File: config.mk
export PLATFORM = sky130hd
export DESIGN_NAME = bit_fetch_ctrl_flat
export DESIGN_NICKNAME = d
export VERILOG_FILES = /design/src/rtl/bit_fetch_if.sv /design/src/rtl/bit_fetch_ctrl.sv /design/src/flat_wrapper.sv
export SDC_FILE = /design/constraint.sdc
export NUM_CORES = 1
export LEC_CHECK = 0
export CORE_ASPECT_RATIO = 0.6
export CORE_MARGIN = 2
export CORE_UTILIZATION = 30
export DETAILED_ROUTE_END_ITERATION = 10
export GPL_TIMING_DRIVEN = 0
export PLACE_DENSITY = 0.46
export SETUP_SLACK_MARGIN = 0.2
export SYNTH_ARGS = -nofsm -noshare
export SYNTH_HDL_FRONTEND = slang
export SYNTH_SLANG_ARGS = --single-unit
File: constraint.sdc
create_clock -name clock -period 17.4 [get_ports clock]
set_clock_uncertainty 0.1 [all_clocks]
set_input_delay 3.48 -clock clock [delete_from_list [all_inputs] [get_ports clock]]
set_output_delay 3.48 -clock clock [all_outputs]
set_load 0.01 [all_outputs]
File: src/rtl/bit_fetch_if.sv
// Word-FIFO read side and bit-request bundle for bit_fetch_ctrl.
interface bit_fetch_if;
    logic        fifo_empty;
    logic [31:0] fifo_data;
    logic        fifo_pop;
    logic        reqin;
    logic [3:0]  reqlen;
    logic        reqbusy;
    logic        pushout;
    logic [3:0]  lenout;
    logic [14:0] dataout;
    logic [6:0]  bitcount;

    modport master (
        output fifo_empty, fifo_data, reqin, reqlen,
        input  fifo_pop, reqbusy, pushout, lenout, dataout, bitcount
    );

    modport slave (
        input  fifo_empty, fifo_data, reqin, reqlen,
        output fifo_pop, reqbusy, pushout, lenout, dataout, bitcount
    );
endinterface

File: src/rtl/bit_fetch_ctrl.sv
// Pops 32-bit FIFO words into a 64-bit left-aligned reservoir and serves
// 0..15-bit requests MSB-first, right-aligned on a 15-bit result.
module bit_fetch_ctrl (
    input  logic        clock,
    input  logic        reset,
    bit_fetch_if.slave  bus
);
    localparam int WORD_W = 32;
    localparam int BUF_W  = 2 * WORD_W;
    localparam int LEN_W  = 4;
    localparam int RES_W  = (1 << LEN_W) - 1;
    localparam int CNT_W  = 7;

    typedef enum logic {IDLE, WAIT} state_t;

    state_t               state, state_nx;
    logic                 pop;
    logic [BUF_W-1:0]     rsv, rsv_nx, rsv_left;
    logic [CNT_W-1:0]     bc, bc_nx, bc_left, cons;
    logic [LEN_W-1:0]     pend_len, len, len_q;
    logic [RES_W-1:0]     top, data_q;
    logic                 busy, push;
    logic                 serve, cap;

    always_ff @(posedge clock) begin
        if (reset) state <= IDLE;
        else       state <= state_nx;
    end

    // At most one word in flight; refill only when a whole word fits.
    always_comb begin
        state_nx = state;
        pop      = 1'b0;
        unique case (state)
            IDLE: begin
                if (!reset && !bus.fifo_empty && bc <= 7'd32) begin
                    pop      = 1'b1;
                    state_nx = WAIT;
                end
            end
            WAIT: state_nx = IDLE;
        endcase
    end

    always_comb begin
        len      = busy ? pend_len : bus.reqlen;
        serve    = (busy || bus.reqin) && (bc >= {3'b000, len});
        cap      = (state == WAIT);
        cons     = serve ? {3'b000, len} : 7'd0;
        bc_left  = bc - cons;
        rsv_left = rsv << cons;
        rsv_nx   = rsv_left;
        bc_nx    = bc_left;
        // Captured word lands directly below the surviving bits.
        if (cap) begin
            rsv_nx = rsv_left
                   | ({bus.fifo_data, {WORD_W{1'b0}}} >> bc_left);
            bc_nx  = bc_left + 7'd32;
        end
        top = rsv[BUF_W-1 -: RES_W] >> (4'd15 - len);
    end

    always_ff @(posedge clock) begin
        if (reset) begin
            rsv      <= '0;
            bc       <= '0;
            pend_len <= '0;
            busy     <= 1'b0;
            push     <= 1'b0;
            len_q    <= '0;
            data_q   <= '0;
        end else begin
            rsv  <= rsv_nx;
            bc   <= bc_nx;
            push <= serve;
            if (bus.reqin && !busy)
                pend_len <= bus.reqlen;
            if (serve) begin
                len_q  <= len;
                data_q <= top;
                busy   <= 1'b0;
            end else if (bus.reqin && !busy) begin
                busy <= 1'b1;
            end
        end
    end

    assign bus.fifo_pop = pop;
    assign bus.reqbusy  = busy;
    assign bus.pushout  = push;
    assign bus.lenout   = len_q;
    assign bus.dataout  = data_q;
    assign bus.bitcount = bc;
endmodule

File: src/flat_wrapper.sv
// flat-port wrapper written by rule: the top's interface ports become plain ports
module bit_fetch_ctrl_flat 
  (clock, reset, bus_fifo_empty, bus_fifo_data, bus_reqin, bus_reqlen, bus_fifo_pop, bus_reqbusy, bus_pushout, bus_lenout, bus_dataout, bus_bitcount);
  bit_fetch_if bus_i ();
  input  logic clock;
  input  logic reset;
  input wire logic [$bits(bus_i.fifo_empty)-1:0] bus_fifo_empty;
  input wire logic [$bits(bus_i.fifo_data)-1:0] bus_fifo_data;
  input wire logic [$bits(bus_i.reqin)-1:0] bus_reqin;
  input wire logic [$bits(bus_i.reqlen)-1:0] bus_reqlen;
  output wire logic [$bits(bus_i.fifo_pop)-1:0] bus_fifo_pop;
  output wire logic [$bits(bus_i.reqbusy)-1:0] bus_reqbusy;
  output wire logic [$bits(bus_i.pushout)-1:0] bus_pushout;
  output wire logic [$bits(bus_i.lenout)-1:0] bus_lenout;
  output wire logic [$bits(bus_i.dataout)-1:0] bus_dataout;
  output wire logic [$bits(bus_i.bitcount)-1:0] bus_bitcount;
  assign bus_i.fifo_empty = bus_fifo_empty;
  assign bus_i.fifo_data = bus_fifo_data;
  assign bus_i.reqin = bus_reqin;
  assign bus_i.reqlen = bus_reqlen;
  assign bus_fifo_pop = bus_i.fifo_pop;
  assign bus_reqbusy = bus_i.reqbusy;
  assign bus_pushout = bus_i.pushout;
  assign bus_lenout = bus_i.lenout;
  assign bus_dataout = bus_i.dataout;
  assign bus_bitcount = bus_i.bitcount;
  bit_fetch_ctrl u_core (.clock(clock), .reset(reset), .bus(bus_i));
endmodule
==> impl_summary.txt <==
----------------------------------------------------
[Run status]
  Outcome ... complete, no violations

[Placement]
  Worst slack, placed ... ~5.6 ns
  Half-perimeter wire length after placement ... ~50000 um
  PortBufs ... 67
  Placer congestion estimate ... 1.02
  Total placed cells including tap cells ... between 1500 and 2000

[Cells and area]
  Final net count ... about 1500
  Fraction of layout instances using a drive strength above 1 ... 0.120
  Number of filler instances in the final layout ... around 3500
  Most used cells in the layout excluding fill and tap cells ... sky130_fd_sc_hd__nand2_1, sky130_fd_sc_hd__a21oi_1, sky130_fd_sc_hd__mux2i_1
  Layout overhead on the synthesized area ... 15.1%
  Post-layout util ... 0.351
  Area occupied by multi-input gates ... a little over 0.007 mm^2
  Number of diodes ... 0
  Commonest non-fill, non-tap cell in the layout ... sky130_fd_sc_hd__nand2_1
  FF+latch area ... between 0.0015 and 0.002 mm^2
  Final Non-Filler Cells ... about 1800

[Yosys]
  Count of flip-flops with a built-in enable after synthesis ... 0
  Share of the yosys chip area belonging to registers ... 0.197
  Net count of the mapped netlist ... approximately 1400
  Async set-reset flop share out of synthesis ... 0
  Netlist Area Pre-Place ... ~0.0099 mm^2
  Number of warnings reported in the yosys synthesis log ... 0
  Synthesized flop and latch total ... a little under 100
  Top flip-flop cell by instance count after synthesis ... sky130_fd_sc_hd__dfxtp_1
  Post-synthesis cell type count ... between 80 and 90
  Synthesized area per cell ... roughly 7.4 um^2
  Post-Synthesis Cells ... 1331

[Route]
  Number of nets still failing antenna checks after routing ... 0
  DR pass1 iterations ... 6
  Vias post-DR ... between 10000 and 15000
  Final wirelength ... 63200 um
  Wire length per cell after detailed routing ... around 34 um
  DRC violation count after routing ... 0
  Initial DRC Count ... slightly above 2000
  Avg Vias per Cell ... roughly 6.7

[Clocking]
  Number of buffers on the longest clock path ... 2
  Hold buffer count at CTS ... 0
  Post-CTS resize count ... 0
  Register clock-pin slew on the reported worst setup and hold paths ... about 0.080 ns
  Inserted Clock Buffers ... 9
  Postcts setup bufs ... 0
  H-tree depth ... 3
  Root buffer cell ... sky130_fd_sc_hd__clkbuf_16
  Clock insertion delay at the later pin of the skew report ... 0.39 ns
  Clock tree from TritonCTS ... done
  Clock Sinks ... slightly below 100

[Min path]
  Class of the tightest hold or removal check ... flip-flop to flip-flop
  Start point of the worst hold path ... u_core.bus.dataout[4]$_SDFFE_PP0N_
  Hold path depth ... 2
  Hold Crit Endpoint ... u_core.bus.dataout[4]$_SDFFE_PP0N_

[Global route]
  Number of antenna violations at the first check in global routing ... 1
  Largest net degree at the start of global routing ... 19
  Number of global-route vias before repair ... approximately 11000
  GRT overflow ... 0
  Wire length of the first global-routing pass ... approximately 88000 um
  Global router's overall resource usage ... 0.365

[Worst setup path]
  Bufs and invs on worst path ... 8
  Sort of element at the end of the critical path ... flip-flop
  FF-to-FF path depth ... 21
  Startpoint types ... input port
  Launching point of the worst reg2reg path ... u_core.bus.reqbusy$_SDFFE_PP0P_
  Ordered cell list for the critical path ... clkdlybuf4s50_1, mux2_2, inv_1, buf_2, buf_1, ha_1, a21o_1, a31oi_1, o22a_1, nor2_1, inv_1, buf_1, ha_1, xnor2_1, buf_2, clkbuf_1, mux2i_1, mux2i_1, mux2i_1, a22oi_1, a21oi_1
  Family of cells with the greatest summed delay on the critical path ... buffers and inverters
  Capturing point of the worst reg2reg path ... u_core.rsv[7]$_SDFF_PP0_
  Critical Path Max Stage Delay ... between 1 and 1.5 ns
  R2r setup slk ... just over 8 ns
  Dominant cell type by count on the critical path ... sky130_fd_sc_hd__mux2i_1
  Worst path required time ... approximately 18 ns
  Type of the worst setup path ... input port to flip-flop
  Maximum fanout along the worst path ... 10
  Worst-path cell with the longest stage delay ... sky130_fd_sc_hd__buf_1
  Total number of cells along the worst setup path ... 21
  Worst EP arrival ... ~12 ns
  Startpoint of the most critical setup path ... bus_reqlen[2]

[Floorplan]
  Die area ... 0.0344 mm^2
  Die W ... 238 um
  Starting utilization of the core area ... 0.304
  Number of placement rows ... 51
  Die Height ... around 140 um
  Standard cell core area ... 0.0324 mm^2
  Boundary pin count ... between 60 and 70

[STA]
  Total setup violations reported at the end of the flow ... 0
  Final TNS setup ... 0 ns
  Setup repair after global routing missed its margin ... no
  Hold violation total from the final report ... 0
  Tightest Pin Transition ... about 1.3 ns
  Final Critical Period ... about 12 ns
  Final Worst Setup Slack ... 5.20 ns
  Max-slew violation total from the final report ... 0
  F_max ... slightly above 80 MHz
  Relative slew slack ... 0.117
  Portion of the clock cycle consumed by the worst path in the final layout ... 0.701

[Flow run]
  Max-capacitance violation count ... 0

----------------------------------------------------
stage by stage:
step,hold WS (ns),area (um^2)
after CTS,0.361,11400
after global placement,0.346,11100
after floorplan,0.354,9870
final,0.358,11400
after detailed placement,0.350,11100
after global routing,0.380,11400
flip-flops by register name (all words and copies together), names as in the netlist:
signal	flops
u_core.pend_len	4
u_core.bus.pushout	1
u_core.rsv	64
u_core.cap	1
u_core.bus.dataout	15
u_core.bus.reqbusy	1
u_core.bus.bitcount	7
u_core.bus.lenout	4
cells in the mapped netlist (all sizes together), types with 5 or more instances:
cell | instances | share of area
dfxtp | 97 | 0.20
o2bb2ai | 16 | 0.014
mux2i | 126 | 0.13
mux2 | 49 | 0.057
nor3 | 50 | 0.026
ha | 9 | 0.011
mux4 | 12 | 0.027
o32ai | 13 | 0.012
a31oi | 59 | 0.037
o2111ai | 18 | 0.016
o221ai | 7 | 0.0068
a22oi | 24 | 0.019
nand2 | 182 | 0.069
or3 | 6 | 0.0038
nand2b | 5 | 0.0032
o31ai | 9 | 0.0082
o211ai | 16 | 0.013
and3 | 8 | 0.0051
buf | 76 | 0.045
a21oi | 148 | 0.075
nor4 | 5 | 0.0044
nand3 | 28 | 0.014
a21o | 9 | 0.0068
o21ai | 62 | 0.031
o22ai | 27 | 0.017
inv | 18 | 0.0071
clkbuf | 60 | 0.023
a32oi | 7 | 0.0062
a221oi | 6 | 0.0053
a211oi | 9 | 0.0068
and2 | 5 | 0.0034
nor2 | 105 | 0.041
how the worst max path moves through the flow:
stage,end,slack [ns]
after floorplan,u_core.rsv[38]$_SDFF_PP0_,9.22
after global placement,u_core.rsv[32]$_SDFF_PP0_,5.41
after detailed placement,u_core.rsv[0]$_SDFF_PP0_,5.59
after CTS,u_core.rsv[32]$_SDFF_PP0_,5.98
after global routing,u_core.rsv[0]$_SDFF_PP0_,5.24
final,u_core.rsv[7]$_SDFF_PP0_,5.20
area by class of cell:
| cell class | count | share of cell area |
|---|---|---|
| plain buffers | 136 | 0.0588 |
| clock buffers | 10 | 0.0210 |
| clock inverters | 6 | 0.00463 |
| inverters | 18 | 0.00617 |
| multi-input cells | 1080 | 0.633 |
| flip-flops and latches | 97 | 0.171 |
| well taps | 424 | 0.0467 |
| repair buffers | 67 | 0.0590 |
worst min-delay path: cells and delay by family, from the launching register on:
family | cells | cell delay, ns
flops | 1 | 0.31
simple gates | 1 | 0.05
compound gates | 1 | 0.05
layer usage:
metal	global-route usage	vias up	share of wire	routed length, um
met5	0	-	0	0
met1	0.548	6071	0.47	29700
met3	0.182	106	0.17	10400
met4	0.0931	0	0.027	1700
met2	0.438	1041	0.34	21400
li1	-	5181	-	-
kinds of logic (layout without fill, tap and decap cells):
logic type      Yosys count  count (layout)  share of synthesized area
compound gates          472             472                      0.316
mux                     187             187                      0.212
flops                    97              97                      0.197
buf+inv                 154             237                     0.0748
simple gates            404             404                      0.178
fa+ha+maj                10              10                     0.0134
xor+xnor                  7               7                    0.00964
Power is left out: the tool's default activity adds up to more than one toggle a clock period on the data nets, which glitch-free logic cannot reach.
